## config.mk

```make
export PLATFORM = sky130hd
export DESIGN_NAME = shift_arbiter
export DESIGN_NICKNAME = d
export VERILOG_FILES = /design/src/rtl/shift_pkg.sv /design/src/rtl/shift_core.sv /design/src/rtl/shift_arbiter.sv
export SDC_FILE = /design/constraint.sdc
export NUM_CORES = 1
export LEC_CHECK = 0
export BUFFER_PORTS_ARGS = -buffer_cell sky130_fd_sc_hd__buf_2
export CORE_MARGIN = 2
export CORE_UTILIZATION = 50
export CTS_BUF_LIST = sky130_fd_sc_hd__clkbuf_2
export CTS_CLUSTER_SIZE = 14
export DETAILED_ROUTE_END_ITERATION = 8
export PLACE_DENSITY = 0.8
export SETUP_SLACK_MARGIN = 0.15
export SKIP_CTS_REPAIR_TIMING = 1
export SLEW_MARGIN = 20
export SYNTH_ARGS = -nofsm -noshare
export SYNTH_HDL_FRONTEND = slang
export SYNTH_HIERARCHICAL = 1
export SYNTH_SLANG_ARGS = --single-unit
```

## constraint.sdc

```tcl
create_clock -name clock -period 2 [get_ports clock]
set_input_delay 0.6 -clock clock [delete_from_list [all_inputs] [get_ports clock]]
set_output_delay 0.6 -clock clock [all_outputs]
set_load 0.02 [all_outputs]
```

## src/rtl/shift_pkg.sv

```systemverilog
// Shared definitions for the shift arbiter: data/amount widths, op encoding and FSM states.
package shift_pkg;

    localparam int DATA_W = 32;
    localparam int AMT_W  = 5;

    localparam logic OP_SLL = 1'b0;
    localparam logic OP_SRA = 1'b1;

    typedef enum logic [1:0] {
        IDLE = 2'd0,
        EXEC = 2'd1,
        DONE = 2'd2
    } state_t;

endpackage

```

## src/rtl/shift_core.sv

```systemverilog
// Combinational 5-stage logarithmic shifter (16/8/4/2/1 bit stages).
// Build option SHIFT_ARBITER_SRA_EN adds arithmetic right shift; without it every shift is SLL.
module shift_core
    import shift_pkg::*;
(
    input  logic [31:0] data,
    input  logic [4:0]  amt,
    input  logic        op,
    output logic [31:0] result
);

`ifdef SHIFT_ARBITER_SRA_EN
    logic arith;
    assign arith = (op == OP_SRA);

    // Each stage re-reads bit 31 of its own input, so the sign keeps propagating through later stages.
    function automatic logic [DATA_W-1:0] shift_by(input logic [DATA_W-1:0] v, input int k,
                                                   input logic right);
        logic signed [DATA_W-1:0] sv;
        sv = v;
        if (right) begin
            return sv >>> k;
        end
        return v << k;
    endfunction

    always_comb begin
        result = data;
        for (int i = 0; i < AMT_W; i++) begin
            if (amt[AMT_W-1-i]) begin
                result = shift_by(result, 16 >> i, arith);
            end
        end
    end
`else
    logic unused_op;
    assign unused_op = op;

    always_comb begin
        result = data;
        for (int i = 0; i < AMT_W; i++) begin
            if (amt[AMT_W-1-i]) begin
                result = result << (16 >> i);
            end
        end
    end
`endif

endmodule

```

## src/rtl/shift_arbiter.sv

```systemverilog
// Two-requester round-robin front end for a shared shifter, one operation in flight (IDLE -> EXEC -> DONE).
// Define SHIFT_ARBITER_SRA_EN to honour req_op_n; otherwise req_op_n is ignored and every request is SLL.
module shift_arbiter
    import shift_pkg::*;
(
    input  logic        clock,
    input  logic        reset,
    input  logic        req_valid_0,
    output logic        req_ready_0,
    input  logic [31:0] req_data_0,
    input  logic [4:0]  req_amt_0,
    input  logic        req_op_0,
    input  logic        req_valid_1,
    output logic        req_ready_1,
    input  logic [31:0] req_data_1,
    input  logic [4:0]  req_amt_1,
    input  logic        req_op_1,
    output logic        resp_valid_0,
    input  logic        resp_ready_0,
    output logic        resp_valid_1,
    input  logic        resp_ready_1,
    output logic [31:0] resp_data,
    output logic        busy
);

    state_t      state_q, state_d;
    logic        last_grant_q, last_grant_d;
    logic        id_q, id_d;
    logic [31:0] data_q, data_d;
    logic [4:0]  amt_q, amt_d;
    logic [31:0] result_q, result_d;
    logic        core_op;
    logic [31:0] core_result;
    logic        grant;

`ifdef SHIFT_ARBITER_SRA_EN
    logic op_q, op_d;
    assign core_op = op_q;
`else
    logic unused_req_op;
    assign unused_req_op = req_op_0 ^ req_op_1;
    assign core_op       = OP_SLL;
`endif

    shift_core u_core (
        .data   (data_q),
        .amt    (amt_q),
        .op     (core_op),
        .result (core_result)
    );

    always_comb begin
        state_d      = state_q;
        last_grant_d = last_grant_q;
        id_d         = id_q;
        data_d       = data_q;
        amt_d        = amt_q;
        result_d     = result_q;
`ifdef SHIFT_ARBITER_SRA_EN
        op_d         = op_q;
`endif
        grant        = 1'b0;
        req_ready_0  = 1'b0;
        req_ready_1  = 1'b0;
        resp_valid_0 = 1'b0;
        resp_valid_1 = 1'b0;

        case (state_q)
            IDLE: begin
                // On a tie the requester that did not win last time goes first.
                if (req_valid_0 && req_valid_1) begin
                    grant = ~last_grant_q;
                end else begin
                    grant = req_valid_1;
                end
                req_ready_0 = req_valid_0 && !grant;
                req_ready_1 = req_valid_1 && grant;
                if (req_ready_0 || req_ready_1) begin
                    state_d      = EXEC;
                    last_grant_d = grant;
                    id_d         = grant;
                    data_d       = grant ? req_data_1 : req_data_0;
                    amt_d        = grant ? req_amt_1 : req_amt_0;
`ifdef SHIFT_ARBITER_SRA_EN
                    op_d         = grant ? req_op_1 : req_op_0;
`endif
                end
            end
            EXEC: begin
                result_d = core_result;
                state_d  = DONE;
            end
            DONE: begin
                resp_valid_0 = !id_q;
                resp_valid_1 = id_q;
                if (id_q ? resp_ready_1 : resp_ready_0) begin
                    state_d = IDLE;
                end
            end
            default: state_d = IDLE;
        endcase
    end

    always_ff @(posedge clock) begin
        if (!reset) begin
            state_q      <= IDLE;
            last_grant_q <= 1'b1;
            id_q         <= 1'b0;
            data_q       <= '0;
            amt_q        <= '0;
            result_q     <= '0;
`ifdef SHIFT_ARBITER_SRA_EN
            op_q         <= OP_SLL;
`endif
        end else begin
            state_q      <= state_d;
            last_grant_q <= last_grant_d;
            id_q         <= id_d;
            data_q       <= data_d;
            amt_q        <= amt_d;
            result_q     <= result_d;
`ifdef SHIFT_ARBITER_SRA_EN
            op_q         <= op_d;
`endif
        end
    end

    assign resp_data = result_q;
    assign busy      = (state_q != IDLE);

endmodule

```

# Yosys cells after proc, flatten, opt, wreduce, memory -nomap -nowiden
# Index checks and enable logic that the tools add are counted.
# word_totals
ram_bits	0
regBits	73
latchBits	0
romBits	0
output_inout_bits	37
memories	0
wordCells	38
input_bits	82
# op_classes
bitwise	1
reduce_logical	10
shifts	0
div	0
n_eq_ne	4
add_sub_neg	0
n_mux	17
mul	0
n_lt_le_gt_ge	0
# ops
cell	count
$mux W32	6
$mux W1	7
$pmux W2 S3	1
$mux W5	1
$mux W2	2
$ne A2 B2 Y1 const B	2
$reduce_and A2 Y1	2
$logic_and A1 B1 Y1	3
$eq A2 B1 Y1 const B	1
$eq A2 B2 Y1 const B	1
$logic_not A1 Y1	2
$logic_not A2 Y1	1
$reduce_bool A2 Y1	1
$logic_or A1 B1 Y1	1
$not A1 Y1	1

# Depth between registers and ports, before layout
# Gate-level depths: netlist of the first run.
# depth
depth_word	8
depth_mapped	10
mapped_depth_nobuf	6

# Hierarchy
# Netlist of the first run, hierarchy kept.
# modules_own_cells
module	area_per_inst_um2	seq_area_each_um2	instances	cells_per_inst
shift_arbiter	3176.8	1461.4	1	377
shift_core	2163.3	0.0	1	253

# Worst setup path before layout of the first run
# Ideal clock, no wire load.
# synth_path
path_type	register -> register
start	reg amt_q[4]
end	reg result_q[26] (netlist: resp_data[26])
arrival_ns	1.829
setup_ns	0.070
n_path_buf	2
synth_period_minus_slack_ns	1.899
slack_ns	0.101
path_stages_with_launch	8
t_required_ns	1.930
path_cell_list	dfxtp_1 > buf_4 > buf_2 > mux2_2 > mux4_2 > a22oi_1 > nand2_1 > a21oi_1
# synth_via
elab_chain_len	5
# synth_rtl
item	line	source
start: declaration	shift_arbiter.sv:30	logic [4:0] amt_q, amt_d;
start signal: assignment	shift_arbiter.sv:120	amt_q <= amt_d;
$mux W32 (5 in a row)	shift_core.sv:42	if (amt[AMT_W-1-i]) begin
named net core_result[26]	shift_arbiter.sv:33	logic [31:0] core_result;
end signal: assignment	shift_arbiter.sv:121	result_q <= result_d;
end: declaration	shift_arbiter.sv:31	logic [31:0] result_q, result_d;
# The timed path passes the listed nets, and every way through them passes these cells.
# A chain may end at the register's enable or synchronous reset.

# Final worst setup path of the first run
# layout_path
start	reg state_q[1]
end	out req_ready_0
# layout_via
elab_chain_len	2
# layout_rtl
item	line	source
start: declaration	shift_arbiter.sv:26	state_t state_q, state_d;
start signal: assignment	shift_arbiter.sv:116	state_q <= state_d;
$logic_not A2 Y1	shift_arbiter.sv:68	case (state_q)
$mux W1	shift_arbiter.sv:68	
end: declaration	shift_arbiter.sv:9	output logic req_ready_0,
# Every way passes these cells.

==> results of run 1 <==
==> layout by cell type, fill, tap and decap left out, types with 5 or more instances in the layout <==
master    instances
nor2_1            8
mux2i_1          41
a311oi_1          9
a21oi_1          62
buf_4            57
a311oi_2         30
nand3_1           5
mux2_4           10
mux4_2           20
dfxtp_4           5
nand2b_1          6
o22ai_1           5
a21oi_2          12
o211ai_1          9
buf_2           111
dfxtp_1          66
nor2b_1          11
buf_6            22
nand2_1         162
mux2_2            9
a22oi_2          12
clkbuf_2         10
==> power by group through the flow <==
stage          registers (W)  logic (W)  clock network, W
4_1_cts              0.00178    0.00213          0.000968
3_5_place_dp         0.00181    0.00212                 0
6_report             0.00179    0.00262          0.000961
5_1_grt              0.00180    0.00278           0.00103
3_3_place_gp         0.00180    0.00209                 0
2_1_floorplan        0.00179    0.00151                 0
==> area by class of cell <==
type | instances | area share
sequential | 73 | 0.211
multi-input combinational | 485 | 0.548
timing repair buffer | 196 | 0.193
inverter | 7 | 0.00428
clock buffer | 10 | 0.00714
tap | 136 | 0.0243
clock inverter | 5 | 0.0116
==> flip-flops by register name, indices dropped and copies added, names as in the netlist <==
signal,count
data_q,32
resp_data,32
amt_q,5
state_q,2
id_q,1
last_grant_q,1
==> final timing paths <==
check / depth (start not counted) / to / from
setup / recovery: 3 / req_ready_0 / state_q[1]$_SDFFE_PN0P_
hold / removal: 2 / id_q$_SDFFE_PN0P_ / reset
setup reg to reg: 8 / resp_data[22]$_SDFFE_PN0N_ / amt_q[3]$_SDFFE_PN0P_
hold reg to reg: 2 / resp_data[14]$_SDFFE_PN0N_ / resp_data[14]$_SDFFE_PN0N_
==> through the flow <==
step	total power, W	setup slack, ns	utilization
after floorplan	0.00330	0.136	-
after global placement	0.00389	-0.0529	0.599
after detailed placement	0.00393	-0.0819	0.599
after CTS	0.00488	-0.300	0.611
after global routing	0.00561	-0.281	0.679
final	0.00537	-0.205	0.679
==> worst reg2reg max path, stage by stage, from the launching register on <==
cell	delay [ns]
dfxtp_4	0.40
buf_6	0.13
buf_6	0.13
mux2_4	0.32
mux4_2	0.56
o22ai_4	0.21
mux2i_1	0.10
nand2_1	0.09
a21oi_2	0.05
==> layer usage <==
metal | vias up | global-route usage
met3 | 33 | 0.0533
met2 | 312 | 0.432
met4 | 0 | 0.0983
met1 | 2645 | 0.377
met5 | - | 0
li1 | 2594 | -
==> results.py, run 1 <==
metrics = {
    "status": {
        "status": "finished, violations left",
        "violations": "negative setup slack",
    },
    "pwr": {
        "power.internal_w": 0.00324,
        "p_sw_w": 0.00213,
        "p_comb_frac": 0.489,
        "power_density_mw_per_mm2": 766,
        "sw_frac_of_total": 0.396,
        "peakVddDrop_v": 0.000429,
        "pwr-share-seq": 0.333,
        "p_leak_nw": 2.83,
        "clockPowerShare": 0.179,
    },
    "grt": {
        "grt_pass1_wl_um": 25000,
        "antenna_found_initial": 0,
        "grt_overflow_total": 0,
        "grt_pass1_vias": 4986,
        "grt_start_max_net_pins": 71,
        "globalRouteTotalUtil": 0.275,
    },
    "final_layout": {
        "fillCellCount": 837,
        "syn_to_final_growth_pct": 31.4,
        "multi_input_area_sq_mm": 0.00384,
        "final_nets": 854,
        "fin_area_sq_mm": 0.00701,
        "seqCellArea_sq_mm": 0.00148,
        "drive_above_1_share": 0.448,
        "instances_no_fill": 912,
        "diodes": 0,
    },
    "route": {
        "drt_iter0_drc": 496,
        "route.detailed.drc": 0,
        "vias": 5584,
        "drt-total-wl_um": 16900,
        "ant_nets": 0,
        "detail_route.wl_per_cell_um": 18.5,
        "vias_per_cell": 6.12,
        "dr_wl_met3_um": 1400,
        "wl_met1_um": 7060,
        "top_layer": "met4",
        "dr.pass1.iters": 5,
        "wl_met2_um": 8040,
    },
    "placed_design": {
        "place_area_sq_mm": 0.00618,
        "dpl.hpwl_um": 11700,
        "io_buffers": 116,
        "place.gp.congestion": 0.980,
        "dp_cells": 868,
    },
    "sta": {
        "period_needed_ns": 2.20,
        "rsz0062_at_grt": "yes",
        "hold-worst-slack_ns": 0.273,
        "min_period_over_period": 1.10,
        "hold_viol": 0,
        "layout_setup_ws_ns": -0.205,
        "finalSetupViolations": 12,
        "max_freq_mhz": 454,
        "tightest_slew_ns": 0.546,
        "maxSlewHeadroom": 0.634,
        "fin_skew_ns": 0.0477,
        "setup-tns-final_ns": -0.718,
        "slew_viol_final": 0,
    },
    "setup_path": {
        "rrSetupSlack_ns": -0.10,
        "critPathSlowestCell": "or3b_4",
        "worstPathRequired_ns": 1.40,
        "cp-end-kind": "output pin",
        "critPathBufInv": 1,
        "path_cells": "or3b_4 -> nor2_4 -> buf_6",
        "crit_path_max_fanout": 5,
        "setup.worst_path.start_class": "flip-flop",
        "critPathMaxStageDelay_ns": 0.42,
        "crit_family": "simple AND/OR/NAND/NOR gates",
        "crit_arrival_ns": 1.60,
        "crit_type": "reg2out",
    },
    "floorplan": {
        "design.die.area_sq_mm": 0.0115,
        "core_sq_mm": 0.0103,
        "num_rows": 37,
        "io_pins": 119,
        "die_y_um": 107,
        "die_w_um": 107,
        "start_util": 0.517,
    },
    "run": {
        "cap_violations": 0,
    },
    "clocking": {
        "cts_htree_levels": 3,
        "cts-root-buf": "clkbuf_2",
        "cts_buffer_depth": 2,
        "cts_buffers": 9,
        "cts.sinks": 73,
        "clk_pin_slew_ns": 0.21,
        "tritoncts": "done",
        "insertion_delay_ns": 0.57,
    },
    "hold_path": {
        "hp-class": "in2reg",
    },
    "yosys": {
        "synth_cells": 629,
        "synth_warnings": 6,
        "synthesis.nets": 711,
        "syn_area_sq_mm": 0.00534,
        "syn_avg_cell_area_sq_um": 8.48,
    },
}
No activity file was read; power rests on OpenSTA's default activity.
==> run 2, diff against run 1 <==
CORE_ASPECT_RATIO = 1.2   (was not set)
SLEW_MARGIN = 15   (was 20)
==> results.py, run 2 (synthesized netlist as in run 1, its figures left out) <==
metrics = {
    "status": {
        "status": "finished, violations left",
        "violations": "negative setup slack",
    },
    "sta": {
        "tightest_slew_ns": 0.577,
        "min_period_over_period": 1.12,
        "slew_viol_final": 0,
        "fin_skew_ns": 0.0321,
        "hold-worst-slack_ns": 0.279,
        "period_needed_ns": 2.24,
        "rsz0062_at_grt": "yes",
        "finalSetupViolations": 10,
        "hold_viol": 0,
        "layout_setup_ws_ns": -0.242,
        "maxSlewHeadroom": 0.614,
        "max_freq_mhz": 446,
    },
    "grt": {
        "globalRouteTotalUtil": 0.272,
        "grt_overflow_total": 0,
        "grt_start_max_net_pins": 71,
        "antenna_found_initial": 0,
        "grt_pass1_vias": 4904,
        "grt_pass1_wl_um": 25000,
    },
    "final_layout": {
        "final_common_cell": "nand2_1",
        "fillCellCount": 885,
        "final_nets": 843,
        "drive_above_1_share": 0.427,
        "seqCellArea_sq_mm": 0.00148,
        "diodes": 0,
        "fin_area_sq_mm": 0.00686,
        "syn_to_final_growth_pct": 28.5,
        "mostFrequentLayoutCells": "nand2_1, buf_2, a21oi_1, dfxtp_1, buf_4",
        "finish.utilization": 0.655,
        "multi_input_area_sq_mm": 0.00379,
    },
    "floorplan": {
        "design.die.area_sq_mm": 0.0115,
        "io_pins": 119,
        "core_sq_mm": 0.0105,
        "num_rows": 41,
        "die_y_um": 117,
        "start_util": 0.510,
        "die_w_um": 98.3,
    },
    "clocking": {
        "insertion_delay_ns": 0.54,
        "clk_pin_slew_ns": 0.23,
        "cts.sinks": 73,
        "tritoncts": "done",
        "cts_buffer_depth": 2,
        "cts_buffers": 9,
        "cts-root-buf": "clkbuf_2",
        "cts_htree_levels": 3,
    },
    "placed_design": {
        "io_buffers": 116,
        "dp_worst_setup_slack_ns": -0.0763,
        "place_area_sq_mm": 0.00619,
        "place.gp.congestion": 0.959,
        "dpl.hpwl_um": 11800,
    },
    "setup_path": {
        "critPathMaxStageDelay_ns": 0.40,
        "r2r-end": "resp_data[22]$_SDFFE_PN0N_",
        "rrSetupSlack_ns": -0.04,
        "r2r_start": "amt_q[3]$_SDFFE_PN0P_",
        "crit_path_max_fanout": 6,
        "critPathSlowestCell": "dfxtp_2",
        "reg2regPathDepth": 8,
        "crit_family": "flip-flops",
        "worstPathRequired_ns": 1.40,
        "crit_arrival_ns": 1.64,
        "cp-end-kind": "output pin",
        "critPathBufInv": 2,
        "setup.worst_path.start_class": "flip-flop",
        "path_cells": "buf_6 -> nor3b_1 -> buf_2",
        "crit_type": "reg2out",
    },
    "hold_path": {
        "min_to": "last_grant_q$_SDFFE_PN1P_",
        "hold_path_startpoint": "reset",
        "hold_path_depth": 2,
        "hp-class": "in2reg",
    },
    "route": {
        "dr.pass1.iters": 5,
        "detail_route.wl_per_cell_um": 18.4,
        "drt_iter0_drc": 492,
        "ant_nets": 0,
        "drt-total-wl_um": 16500,
        "vias_per_cell": 6.06,
        "vias": 5421,
        "route.detailed.drc": 0,
    },
    "pwr": {
        "fin_total_pwr_w": 0.00526,
        "power_density_mw_per_mm2": 767,
        "p_leak_nw": 2.75,
        "peakVddDrop_v": 0.000525,
    },
    "run": {
        "cap_violations": 0,
    },
}
-- run 2: worst max-delay path by stage --
stage / startpoint / end / slack [ns] / cells past startpoint
after global routing: state_q[1]$_SDFFE_PN0P_ / resp_valid_0 / -0.28 / 3
after floorplan: amt_q[3]$_SDFFE_PN0P_ / resp_data[23]$_SDFFE_PN0N_ / 0.14 / 8
after global placement: amt_q[3]$_SDFFE_PN0P_ / resp_data[23]$_SDFFE_PN0N_ / -0.06 / 7
after CTS: state_q[0]$_SDFFE_PN0P_ / req_ready_0 / -0.24 / 3
after detailed placement: amt_q[3]$_SDFFE_PN0P_ / resp_data[23]$_SDFFE_PN0N_ / -0.08 / 7
final: state_q[1]$_SDFFE_PN0P_ / resp_valid_0 / -0.24 / 3
-- run 2: final cells by class --
class,count,share of cell area
Multi-Input combinational cell,485,0.554
Sequential cell,73,0.216
Tap cell,129,0.0235
Clock buffer,9,0.00657
Clock inverter,7,0.0137
Inverter,7,0.00438
Timing Repair Buffer,185,0.183
-- run 2: through the flow --
step / setup TNS [ns] / cells
after floorplan: 0 / 629
after global placement: -0.276 / 863
after detailed placement: -0.492 / 863
after CTS: -1.30 / 879
after global routing: -1.67 / 895
final: -0.630 / 895
-- run 2: power by group --
part | switching (W) | internal [W]
Sequential | 0.000170 | 0.00161
Clock | 0.000546 | 0.000412
Combinational | 0.00136 | 0.00116
-- run 2: per-layer routing --
layer | up-vias | wire length [um] | global-route usage
li1 | 2581 | - | -
met1 | 2527 | 6660 | 0.358
met2 | 271 | 8100 | 0.447
met3 | 42 | 1130 | 0.0469
met4 | 0 | 586 | 0.112
met5 | - | 0 | 0
